### config.mk
export PLATFORM = sky130hd
export DESIGN_NAME = rle_stream_packer
export DESIGN_NICKNAME = d
export VERILOG_FILES = /design/src/rtl/rle_stream_packer.sv
export SDC_FILE = /design/constraint.sdc
export NUM_CORES = 1
export LEC_CHECK = 0
export BUFFER_PORTS_ARGS = -buffer_cell sky130_fd_sc_hd__buf_2
export CORE_MARGIN = 5
export CORE_UTILIZATION = 45
export DETAILED_ROUTE_END_ITERATION = 8
export PLACE_DENSITY = 0.77
export SLEW_MARGIN = 5
export SYNTH_ARGS = -nofsm -noshare
export SYNTH_HDL_FRONTEND = slang
export SYNTH_HIERARCHICAL = 1
export SYNTH_SLANG_ARGS = --single-unit
export TNS_END_PERCENT = 50
### constraint.sdc
create_clock -name clk -period 2.35 [get_ports clk]
set_input_delay 0.705 -clock clk [delete_from_list [all_inputs] [get_ports clk]]
set_output_delay 0.705 -clock clk [all_outputs]
set_load 0.01 [all_outputs]
### src/rtl/rle_stream_packer.sv
// rle_stream_packer
//   Packs the 16-bit RLE word stream into 128-bit lines (eight words per line)
//   and writes each line into a circular buffer in main memory. A partial line
//   is written with a byte mask when a flush is requested or when the input
//   has gone idle for IDLE_FLUSH cycles while words are buffered.
//
// Ports
//   clk, rst           clock, asynchronous active-high reset
//   input_S1/avail_S1  upstream word and its valid; read_S1 pops it
//   flush              single-cycle request to write out any partial line
//   ram_addr/ram_data_to_main/ram_mask/ram_we
//                      line write request, held until accepted (ram_full=0)
//   ram_full           main RAM stalls the write this cycle
//   wrapped            one-cycle pulse after the ring pointer returns to base
//   lines_written      accepted line writes since reset (wraps mod 2^32)
//   running            block busy

// One 16-bit slot of the line being assembled, with its byte enables.
module rle_pack_lane #(
    parameter int VEC_W = 16
) (
    input  logic               clk,
    input  logic               rst,
    input  logic               load,
    input  logic               clear,
    input  logic [VEC_W-1:0]   word,
    output logic [VEC_W-1:0]   data,
    output logic [VEC_W/8-1:0] mask
);
    always_ff @(posedge clk or posedge rst) begin
        if (rst) begin
            data <= '0;
            mask <= '0;
        end else if (clear) begin
            data <= '0;
            mask <= '0;
        end else if (load) begin
            data <= word;
            mask <= '1;
        end
    end
endmodule

module rle_stream_packer #(
    parameter logic [26:0] BASE_ADDR  = 27'h0,
    parameter int          LINE_COUNT = 1024,
    parameter int          IDLE_FLUSH = 64
) (
    input  logic         clk,
    input  logic         rst,
    input  logic [15:0]  input_S1,
    input  logic         avail_S1,
    output logic         read_S1,
    input  logic         flush,
    output logic [26:0]  ram_addr,
    output logic [127:0] ram_data_to_main,
    output logic [15:0]  ram_mask,
    output logic         ram_we,
    input  logic         ram_full,
    output logic         wrapped,
    output logic [31:0]  lines_written,
    output logic         running
);
    localparam int NUM_LANES = 8;
    localparam int VEC_W     = 16;
    localparam int IDX_W     = (LINE_COUNT > 1) ? $clog2(LINE_COUNT) : 1;
    localparam int IDLE_W    = (IDLE_FLUSH > 0) ? $clog2(IDLE_FLUSH + 1) : 1;
    localparam logic [IDX_W-1:0]  LAST_IDX = IDX_W'(LINE_COUNT - 1);
    localparam logic [IDLE_W-1:0] IDLE_LIM = IDLE_W'(IDLE_FLUSH);
    localparam bit                IDLE_EN  = (IDLE_FLUSH != 0);

    typedef enum logic {FILL, WRITE} state_t;
    state_t state, state_nxt;

    logic [NUM_LANES-1:0][VEC_W-1:0]   lane_data;
    logic [NUM_LANES-1:0][VEC_W/8-1:0] lane_mask;
    logic [3:0]        count;
    logic [3:0]        count_inc;
    logic [IDX_W-1:0]  line_idx;
    logic [IDLE_W-1:0] idle_cnt;
    logic              flush_pending;
    logic              rd, accept, flush_req, flush_clr, idle_hit;

    // Lane k captures the word read while count == k.
    for (genvar k = 0; k < NUM_LANES; k++) begin : g_lane
        rle_pack_lane #(.VEC_W(VEC_W)) u_lane (
            .clk   (clk),
            .rst   (rst),
            .load  (rd && (count == 4'(k))),
            .clear (accept),
            .word  (input_S1),
            .data  (lane_data[k]),
            .mask  (lane_mask[k])
        );
    end

    assign idle_hit  = IDLE_EN && (idle_cnt == IDLE_LIM);
    // A flush seen this cycle acts immediately, so a word read in the same
    // cycle lands in the flushed line.
    assign flush_req = flush | flush_pending | idle_hit;

    always_comb begin
        state_nxt = state;
        rd        = 1'b0;
        accept    = 1'b0;
        flush_clr = 1'b0;
        count_inc = count;
        case (state)
            FILL: begin
                rd        = avail_S1;
                count_inc = count + 4'(avail_S1);
                // An empty line satisfies the flush without a write.
                flush_clr = flush_req;
                if (count_inc == 4'd8 || (flush_req && count_inc != 4'd0))
                    state_nxt = WRITE;
            end
            WRITE: begin
                if (!ram_full) begin
                    accept    = 1'b1;
                    state_nxt = FILL;
                end
            end
            default: state_nxt = FILL;
        endcase
    end

    always_ff @(posedge clk or posedge rst) begin
        if (rst) state <= FILL;
        else     state <= state_nxt;
    end

    always_ff @(posedge clk or posedge rst) begin
        if (rst) begin
            count         <= '0;
            line_idx      <= '0;
            idle_cnt      <= '0;
            flush_pending <= 1'b0;
            wrapped       <= 1'b0;
            lines_written <= '0;
        end else begin
            wrapped <= 1'b0;
            if (accept) begin
                count         <= '0;
                lines_written <= lines_written + 32'd1;
                if (line_idx == LAST_IDX) begin
                    line_idx <= '0;
                    wrapped  <= 1'b1;
                end else begin
                    line_idx <= line_idx + IDX_W'(1);
                end
            end else if (rd) begin
                count <= count_inc;
            end

            // A flush arriving during WRITE waits for FILL to be re-entered.
            if (flush_clr)  flush_pending <= 1'b0;
            else if (flush) flush_pending <= 1'b1;

            if (rd || state == WRITE)
                idle_cnt <= '0;
            else if (count != 4'd0 && idle_cnt != IDLE_LIM)
                idle_cnt <= idle_cnt + IDLE_W'(1);
        end
    end

    // Gated with rst so the combinational outputs read as idle during reset.
    assign read_S1          = rd & ~rst;
    assign ram_we           = (state == WRITE);
    assign ram_addr         = BASE_ADDR + 27'({line_idx, 4'b0000});
    assign ram_data_to_main = lane_data;
    assign ram_mask         = lane_mask;
    assign running          = ~rst & (ram_we | (count != 4'd0) | avail_S1 | flush_pending);
endmodule

==> results of run 1 <==
synthesized netlist by cell type (6+ instances only):
| master | count | area [sq um] |
|---|---|---|
| buf_12 | 8 | 160 |
| buf_2 | 22 | 110 |
| buf_4 | 25 | 188 |
| buf_6 | 8 | 90.1 |
| dfrtp_1 | 192 | 4800 |
| ha_1 | 6 | 75.1 |
| inv_1 | 13 | 48.8 |
| mux2i_1 | 129 | 1290 |
| nand2_1 | 26 | 97.6 |
| nand3_1 | 13 | 65.1 |
| nand4_1 | 18 | 113 |
| nor2_1 | 168 | 631 |
| nor3_1 | 8 | 40.0 |
| nor4_1 | 8 | 50.1 |
| xnor2_1 | 38 | 333 |
| xor2_1 | 7 | 61.3 |
worst max-delay path: stages (launching register included):
cell     delay [ns]
dfrtp_1        0.38
or4_4          0.56
nor3_2         0.12
nor2_1         0.06
buf_2          0.14
power groups by stage:
stage          registers [mW]  logic (mW)  clock network [mW]
3_5_place_dp             4.57        3.08                   0
5_1_grt                  4.62        3.38                3.19
3_3_place_gp             4.54        3.00                   0
4_1_cts                  4.52        3.11                3.03
6_report                 4.52        3.07                2.97
2_1_floorplan            4.81        1.64                   0
logic make-up after synthesis:
kind of cell	count (synthesis)	synth area share, %
compound gates	18	1.43
fa+ha+maj	6	0.878
simple gates	271	14.4
flops	192	56.2
xor+xnor	45	4.61
mux	130	15.2
other cells	1	0.0439
buf+inv	82	7.24
per-layer routing:
layer  vias up  track usage (%)
li1       2851                -
met1      2987             26.2
met2       220             32.2
met3        23             4.17
met4         0             5.73
met5         -                0
through the flow:
stage / TNS (ns) / total power [mW] / hold slack, ns / util [%] / area, sq um
after floorplan: 0 / 6.45 / 0.487 / - / 8610
after global routing: -0.102 / 11.2 / 0.429 / 55.4 / 10400
after detailed placement: 0 / 7.65 / 0.461 / 52.0 / 9730
final: -0.0321 / 10.6 / 0.418 / 55.4 / 10400
after global placement: 0 / 7.54 / 0.459 / 52.0 / 9730
after CTS: -0.0537 / 10.7 / 0.408 / 55.4 / 10400
cell type report:
type                    instances  area [sq um]
clock buffers                  17           425
clock inverters                15           189
fillers                      1643          8350
inverters                      14          55.1
multi-input cells             487          3230
flip-flops and latches        192          4800
well taps                     234           293
repair buffers                235          1360
sequential cells by signal, indices dropped and copies added, names as in the netlist:
| name | count |
|---|---|
| line_idx | 10 |
| idle_cnt | 7 |
| flush_pending | 1 |
| g_lane.u_lane/data | 128 |
| lines_written | 32 |
| wrapped | 1 |
| count | 4 |
| g_lane.u_lane/mask | 8 |
| ram_we | 1 |
what timing repair did:
action | in CTS | in global routing
setup endpoints to repair | 1 | 1
buffers inserted | 1 | 0
pin swaps | 1 | 0
resized for setup | 2 | 0
path summary, 6_finish.rpt:
kind	start	to	cells after the start
min in group clk	lines_written[31]$_DFFE_PP0P_	lines_written[31]$_DFFE_PP0P_	1
setup / recovery	count[1]$_DFFE_PP0P_	running	4
hold / removal	rst	line_idx[9]$_DFFE_PP0P_	3
hold reg to reg	lines_written[31]$_DFFE_PP0P_	lines_written[31]$_DFFE_PP0P_	1
max in group asynchronous	rst	g_lane[0].u_lane/data[3]$_DFFE_PP0P_	3
setup reg to reg	count[1]$_DFFE_PP0P_	g_lane[0].u_lane/data[1]$_DFFE_PP0P_	6
cell usage in the layout (no fill, tap or decap), types with 5 or more instances in the layout:
master	n
and3_1	5
buf_12	10
buf_2	210
buf_4	15
clkbuf_16	17
conb_1	17
dfrtp_1	192
ha_1	6
inv_1	12
inv_6	5
mux2i_1	129
nand2_1	26
nand3_1	13
nand4_1	18
nor2_1	164
nor3_1	6
nor4_1	5
o21ai_0	5
xnor2_1	38
xor2_1	7
==> flow_summary_export.csv, run 1 <==
group,metric,value,unit
placement,portBuffers,210,
outcome,status,"finished, violations left",
clock_tree,h-tree-depth,4,
floorplan,start_util,45.7,%
clock_tree,cts_tree,"yes",
detailed_routing,vias_per_cell,5.09,
worst_setup_path,cp-end-kind,"output port",
clock_tree,cts_sinks,192,
pwr,p_int,6.83,mW
detailed_routing,wl_met2,10.2,mm
synthesis,seq_area_frac_synth,56.2,%
floorplan,die-area,0.0219,sq mm
clock_tree,cts_root_buf,"clkbuf_16",
detailed_routing,ant_nets,0,
synthesis,synth.distinct_cells,45,
global_routing,grt_first_pass_wirelength,33.9,mm
synthesis,syn_area,0.00855,sq mm
global_routing,grt_max_degree,71,
finish,layoutNonFillerInstCount,1194,
detailed_routing,wl_met1,9.27,mm
detailed_routing,wire_per_inst,17.7,um
sta,clock-skew-final,0.0135,ns
global_routing,grtUsageTotal,19.5,%
finish,finalNetCount,974,
sta,relSlewSlack,51.2,%
floorplan,die_w,148,um
pwr,power.share.sequential,42.8,%
synthesis,synthArstFlopShare,100,%
detailed_routing,firstDrtPassIters,6,
detailed_routing,vias,6081,
min_path,hold_path_class,"in -> async",
pwr,switching_share,35.3,%
finish,antenna_cells,0,
pwr,irDropWorstVdd,0.718,mV
global_routing,grt_pass1_vias,6093,
floorplan,rows,50,
synthesis,synth-seq-cells,192,
sta,fin_crit_sh,101,%
synthesis,syn_inst,745,
detailed_routing,dr.max_layer_used,"met4",
sta,period_minus_slack,2.38,ns
detailed_routing,wl,21.2,mm
synthesis,yosys_warnings,6,
sta,hold_viol,0,
sta,tightestPinTransition,0.731,ns
clock_tree,clockBufferDepth,2,
clock_tree,clk_pin_slew,0.08,ns
pwr,combPwrFrac,29.1,%
synthesis,syn_avg_cell_area,11.5,sq um
sta,setup_viol,1,
sta,drv_slew,0,
outcome,failed_checks,"setup timing",
pwr,p_leak,5.28,nW
detailed_routing,drt_first_iter_violations,242,
placement,dp_hpwl,15.2,mm
floorplan,ios,228,
global_routing,grt_overflow,0,
placement,dp_slack,0.140,ns
worst_setup_path,crit_type,"reg -> out",
sta,timing.final.ws_setup,-0.0321,ns
worst_setup_path,rrSetupSlack,0.46,ns
job,drv_cap,0,
detailed_routing,wl_met3,1.41,mm
pwr,p_per_area,1020,mW/mm^2
global_routing,antenna_found_initial,0,
synthesis,synth-edff-count,0,
sta,rsz0062_at_grt,"yes",
pwr,power.switching,3.73,mW
synthesis,synthFlopType,"dfrtp_1",
finish,syn2layout_area_growth,21.2,%
placement,gp_congestion,0.809,
worst_setup_path,start_kind,"flip-flop",
placement,dp_cells,1161,
detailed_routing,drc,0,
clock_tree,clock_latency,0.43,ns
sta,max_clock_freq,420,MHz
clock_tree,ctsHoldBuffers,0,
clock_tree,numCtsBuffers,17,
worst_setup_path,cp_max_fo,2,
floorplan,coreArea,0.0187,sq mm
finish,layout-drive-gt1-share,29.8,%
pwr,power_frac_clock,28.1,%
worst_setup_path,cp_data_required_time,1.64,ns
worst_setup_path,cp.arrival,1.68,ns
floorplan,fp.dieH,148,um
No activity file was read; power rests on OpenSTA's default activity.
==> run 2: changes to the inputs <==
--- a/config.mk
+++ b/config.mk
@@ -7,9 +7,9 @@
 export LEC_CHECK = 0
 export BUFFER_PORTS_ARGS = -buffer_cell sky130_fd_sc_hd__buf_2
 export CORE_MARGIN = 5
-export CORE_UTILIZATION = 45
+export CORE_UTILIZATION = 53
 export DETAILED_ROUTE_END_ITERATION = 8
-export PLACE_DENSITY = 0.77
+export PLACE_DENSITY = 0.87
 export SLEW_MARGIN = 5
 export SYNTH_ARGS = -nofsm -noshare
 export SYNTH_HDL_FRONTEND = slang
==> run 2 against run 1 <==
Compared with the run above: the flow still finishes with violations (setup timing); worst hold slack got worse by 0.088 ns; clock power hardly changed; clock skew fell by 0.0040 ns; register-to-register slack about the same; global-route usage grew 3.3 points; via count is 2.0% higher; combinational power hardly changed; non-clock buffer count is 3 lower; core utilization is 9.9 points higher; worst setup slack lost 0.028 ns; die area shrank 14%; sequential power is essentially flat; critical endpoint unchanged.
==> flow_summary_export.csv, run 2 (synthesized netlist as in run 1, its figures left out) <==
group,metric,value,unit
outcome,failed_checks,"setup timing",
clock_tree,cts_tree,"yes",
clock_tree,numCtsBuffers,17,
worst_setup_path,crit_path_start,"count[3]$_DFFE_PP0P_",
detailed_routing,wl,21.0,mm
worst_setup_path,cp-end-kind,"output port",
global_routing,antenna_found_initial,0,
sta,timing.final.ws_setup,-0.0602,ns
clock_tree,clock_latency,0.42,ns
placement,dp_cells,1141,
global_routing,grt_max_degree,69,
floorplan,die_w,137,um
global_routing,grt_overflow,0,
finish,final_cell_mix,"buf_2 (210), dfrtp_1 (192), nor2_1 (164), mux2i_1 (129), xnor2_1 (38)",
finish,largest_reg_flops,128,
sta,relSlewSlack,49.9,%
clock_tree,cts_root_buf,"clkbuf_16",
global_routing,grt_first_pass_wirelength,33.3,mm
floorplan,ios,228,
worst_setup_path,start_kind,"flip-flop",
sta,rsz0062_at_grt,"yes",
finish,layoutNonFillerInstCount,1173,
worst_setup_path,cp_max_fo,2,
worst_setup_path,worstReg2RegStart,"count[3]$_DFFE_PP0P_",
detailed_routing,drt_first_iter_violations,275,
clock_tree,clockBufferDepth,2,
worst_setup_path,cp.arrival,1.71,ns
pwr,irDropWorstVdd,0.563,mV
worst_setup_path,slowest_delay,0.57,ns
clock_tree,h-tree-depth,4,
clock_tree,cts_sinks,192,
worst_setup_path,rrSetupSlack,0.45,ns
worst_setup_path,worstSetupEndpoint,"running",
clock_tree,ctsHoldBuffers,0,
detailed_routing,vias,6202,
sta,max_clock_freq,415,MHz
floorplan,coreArea,0.0158,sq mm
sta,drv_slew,0,
sta,fin_crit_sh,103,%
job,drv_cap,0,
sta,hold_viol,0,
detailed_routing,wire_per_inst,17.9,um
placement,dp_hpwl,14.8,mm
sta,clock-skew-final,0.00955,ns
finish,syn2layout_area_growth,20.8,%
worst_setup_path,path_cells,"or4_4 -> nor3_4 -> nor2_1 -> buf_2",
worst_setup_path,cp_data_required_time,1.64,ns
finish,design_area,0.0103,sq mm
finish,largest_register,"g_lane.u_lane/data",
detailed_routing,vias_per_cell,5.29,
pwr,p_per_area,1030,mW/mm^2
detailed_routing,drc,0,
finish,antenna_cells,0,
worst_setup_path,crit_type,"reg -> out",
worst_setup_path,slowest_stage,"or4_4",
sta,period_minus_slack,2.41,ns
floorplan,die-area,0.0188,sq mm
global_routing,grtUsageTotal,22.8,%
outcome,status,"finished, violations left",
floorplan,rows,46,
floorplan,fp.dieH,137,um
global_routing,grt_pass1_vias,6356,
finish,layout-drive-gt1-share,29.6,%
sta,tightestPinTransition,0.750,ns
detailed_routing,ant_nets,0,
detailed_routing,firstDrtPassIters,5,
placement,gp_congestion,0.826,
sta,setup_viol,1,
placement,portBuffers,210,
min_path,hold_path_class,"in -> async",
finish,top_regs,"g_lane.u_lane/data x128, lines_written x32, line_idx x10",
placement,placed_area,0.00969,sq mm
finish,final_common_cell,"buf_2",
finish,finalNetCount,971,
clock_tree,clk_pin_slew,0.07,ns
pwr,p_leak,5.27,nW
worst_setup_path,r2r_cells,5,
worst_setup_path,r2r_end,"g_lane[0].u_lane/data[2]$_DFFE_PP0P_",
floorplan,start_util,54.0,%
run 2: where the power goes:
group          total [mW]  leakage (nW)  internal (mW)  switching [mW]
clock network        3.00         0.302           1.72            1.28
registers            4.54          2.62           4.01           0.531
logic                3.10          2.34           1.26            1.83
run 2: stage by stage:
step / hold WS (ns) / setup slack, ns / util, % / power, mW / TNS (ns)
final: 0.330 / -0.0602 / 65.3 / 10.6 / -0.0602
after CTS: 0.323 / -0.0513 / 65.2 / 10.7 / -0.0513
after floorplan: 0.487 / 0.265 / - / 6.45 / 0
after detailed placement: 0.463 / 0.115 / 61.2 / 7.65 / 0
after global placement: 0.460 / 0.141 / 61.2 / 7.51 / 0
after global routing: 0.348 / -0.126 / 65.3 / 11.3 / -0.126
run 2: layout make-up:
class                      instances  area (sq um)
clock buffer                      21           480
clock inverter                    11           144
sequential                       192          4800
timing repair buffer             232          1340
inverter                          14          55.1
multi-input combinational        487          3240
fill                            1200          5500
tap                              216           270
run 2: worst min path at each step:
stage | to | slack [ns] | startpoint
global route | idle_cnt[2]$_DFFE_PP0P_ | 0.35 | rst
detailed placement | lines_written[31]$_DFFE_PP0P_ | 0.46 | lines_written[31]$_DFFE_PP0P_
floorplan | flush_pending$_DFFE_PP0P_ | 0.49 | flush_pending$_DFFE_PP0P_
CTS | idle_cnt[2]$_DFFE_PP0P_ | 0.32 | rst
global placement | lines_written[31]$_DFFE_PP0P_ | 0.46 | lines_written[31]$_DFFE_PP0P_
finish | idle_cnt[2]$_DFFE_PP0P_ | 0.33 | rst
run 2: repair_timing:
action,in CTS,in global routing
pin swaps,0,0
endpoints found under the setup margin,1,1
buffers inserted,0,0
cloned,0,0
gates resized for setup,2,1
run 2: routing by layer:
metal	part of all wire (%)	track usage, %	vias to the layer above
met2	50	38.6	235
met3	6.9	4.41	29
met5	0	0	-
met1	41	29.6	3092
met4	2.1	7.26	0
li1	-	-	2846
run 2: critical path, delay by kind of cell (launching register included):
kind	cells	cell delay, ns
buffers and inverters	1	0.15
and+or+nand+nor	3	0.76
DFF	1	0.38
==> run 3: changes to the inputs <==
--- a/config.mk
+++ b/config.mk
@@ -7,9 +7,9 @@
 export LEC_CHECK = 0
 export BUFFER_PORTS_ARGS = -buffer_cell sky130_fd_sc_hd__buf_2
 export CORE_MARGIN = 5
-export CORE_UTILIZATION = 53
+export CORE_UTILIZATION = 48
 export DETAILED_ROUTE_END_ITERATION = 8
-export PLACE_DENSITY = 0.87
+export PLACE_DENSITY = 0.76
 export SLEW_MARGIN = 5
 export SYNTH_ARGS = -nofsm -noshare
 export SYNTH_HDL_FRONTEND = slang
==> constraint.sdc (replaced) <==
create_clock -name clk -period 2.2 [get_ports clk]
set_input_delay 0.66 -clock clk [delete_from_list [all_inputs] [get_ports clk]]
set_output_delay 0.66 -clock clk [all_outputs]
set_load 0.01 [all_outputs]
==> run 3 against run 2 <==
Compared with the run above: the flow still finishes with violations (setup timing); cell area is 1.1% higher; clock skew is 0.00088 ns lower; flip-flop and latch count is the same; non-clock buffer count is 9 higher; combinational power rose by 8.4%; via count down 1.2%; core utilization fell by 5.3 points; largest power group unchanged.
==> flow_summary_export.csv, run 3 (synthesized netlist as in run 1, its figures left out) <==
group,metric,value,unit
sta,hold_viol,0,
pwr,switching_share,34.5,%
clock_tree,post_cts_buffers,0,
sta,period_minus_slack,2.34,ns
sta,drv_slew,0,
global_routing,grt_first_pass_wirelength,32.8,mm
pwr,p_int,7.43,mW
worst_setup_path,cp.arrival,1.68,ns
finish,final_common_cell,"buf_2",
outcome,status,"finished, violations left",
pwr,irDropWorstVdd,0.683,mV
global_routing,grtUsageTotal,20.2,%
worst_setup_path,cp_max_fo,2,
placement,dp_hpwl,15.1,mm
sta,tightestPinTransition,0.705,ns
job,drv_cap,0,
detailed_routing,drt_first_iter_violations,262,
detailed_routing,ant_nets,0,
worst_setup_path,cp-end-kind,"output port",
floorplan,rows,48,
clock_tree,clock_latency,0.42,ns
placement,gp_congestion,0.836,
detailed_routing,vias,6125,
outcome,failed_checks,"setup timing",
placement,placed_area,0.00981,sq mm
finish,layoutNonFillerInstCount,1191,
worst_setup_path,cp_data_required_time,1.54,ns
global_routing,antenna_found_initial,0,
finish,n_fill_cell,1446,
detailed_routing,vias_per_cell,5.14,
clock_tree,cts_sinks,192,
finish,top_regs,"g_lane.u_lane/data x128, lines_written x32, line_idx x10",
pwr,finalPower,11.4,mW
finish,multi_input_area,0.00323,sq mm
worst_setup_path,start_kind,"flip-flop",
finish,largest_reg_flops,128,
sta,setup_viol,1,
pwr,power.switching,3.92,mW
floorplan,start_util,49.1,%
clock_tree,clockBufferDepth,2,
global_routing,grt_overflow,0,
finish,antenna_cells,0,
worst_setup_path,crit_type,"reg -> out",
pwr,p_leak,5.32,nW
clock_tree,cts_root_buf,"clkbuf_16",
floorplan,fp.dieH,143,um
sta,fin_crit_sh,107,%
finish,finalNetCount,980,
pwr,power.share.sequential,42.4,%
detailed_routing,drc,0,
sta,rsz0062_at_grt,"yes",
sta,clock-skew-final,0.00867,ns
finish,syn2layout_area_growth,22.1,%
floorplan,ios,228,
sta,max_clock_freq,426,MHz
clock_tree,h-tree-depth,4,
detailed_routing,firstDrtPassIters,4,
floorplan,die_w,143,um
clock_tree,clk_pin_slew,0.07,ns
pwr,power_frac_clock,28.0,%
floorplan,die-area,0.0206,sq mm
placement,dp_cells,1159,
pwr,combPwrFrac,29.6,%
finish,regArea,0.00480,sq mm
detailed_routing,wl,20.7,mm
clock_tree,cts_tree,"yes",
finish,layout-drive-gt1-share,30.2,%
finish,largest_register,"g_lane.u_lane/data",
pwr,p_per_area,1090,mW/mm^2
finish,final_util,59.9,%
sta,timing.final.ws_setup,-0.145,ns
placement,portBuffers,210,
clock_tree,numCtsBuffers,17,
detailed_routing,wire_per_inst,17.4,um
min_path,hold_path_class,"in -> async",
floorplan,coreArea,0.0174,sq mm
global_routing,grt_pass1_vias,6005,
sta,relSlewSlack,52.9,%
finish,design_area,0.0104,sq mm
finish,final_cell_mix,"buf_2 (210), dfrtp_1 (192), nor2_1 (164), mux2i_1 (129), xnor2_1 (38)",
global_routing,grt_max_degree,41,
run 3: changes by cell type in the layout (fill, tap and decap cells not counted), sizes merged:
cell	previous run	this run
clkinv	2	5
inv	19	21
buf	232	241
clkbuf	21	17
clkinvlp	2	1
run 3: what timing repair did:
action,in CTS,in global routing
hold buffers,0,0
setup endpoints to repair,1,1
gates resized for setup,2,0
pin swaps,0,0
run 3: worst paths after layout:
path                                                    start                               endpoint  slack [ns]  depth (start not counted)
worst max-delay path                     count[3]$_DFFE_PP0P_                                running       -0.14                          4
worst max register to register           count[0]$_DFFE_PP0P_                       ram_we$_DFF_PP0_        0.35                          7
max in group asynchronous                                 rst  g_lane[0].u_lane/data[10]$_DFFE_PP0P_        1.16                          3
worst min register to register  lines_written[31]$_DFFE_PP0P_          lines_written[31]$_DFFE_PP0P_        0.47                          1
worst min-delay path                                      rst   g_lane[2].u_lane/data[1]$_DFFE_PP0P_        0.41                          3
min in group clk                                        flush              flush_pending$_DFFE_PP0P_        0.47                          2
run 3: critical path: stages, from the launching register on:
cell and delay (ns):
dfrtp_1 0.38, or4_4 0.56, nor3_2 0.12, nor2_1 0.07, buf_2 0.14
run 3: through the flow:
stage	TNS, ns	hold slack (ns)	setup slack, ns
floorplan	0	0.487	0.169
global placement	0	0.460	0.0883
detailed placement	0	0.460	0.0735
CTS	-0.169	0.390	-0.169
global route	-0.237	0.409	-0.237
finish	-0.145	0.406	-0.145
run 3: layer usage:
layer  track usage, %  part of all wire (%)
met5                0                     0
met1             27.4                    43
met4             4.56                   1.3
met3             4.43                   6.6
met2             33.6                    49
run 3: cell type report:
| cell class | count | share of cell area (%) |
|---|---|---|
| tap | 225 | 2.70 |
| sequential | 192 | 46.0 |
| clock inverter | 15 | 1.89 |
| multi-input combinational | 487 | 30.9 |
| clock buffer | 17 | 4.07 |
| inverter | 14 | 0.527 |
| timing repair buffer | 241 | 13.9 |
run 3: power groups by stage:
| stage | Sequential, mW | Combinational (mW) | Clock, mW |
|---|---|---|---|
| after floorplan | 5.14 | 1.75 | 0 |
| after global placement | 4.84 | 3.30 | 0 |
| after detailed placement | 4.85 | 3.40 | 0 |
| after CTS | 4.81 | 3.41 | 3.28 |
| after global routing | 4.91 | 3.70 | 3.43 |
| final | 4.81 | 3.36 | 3.18 |
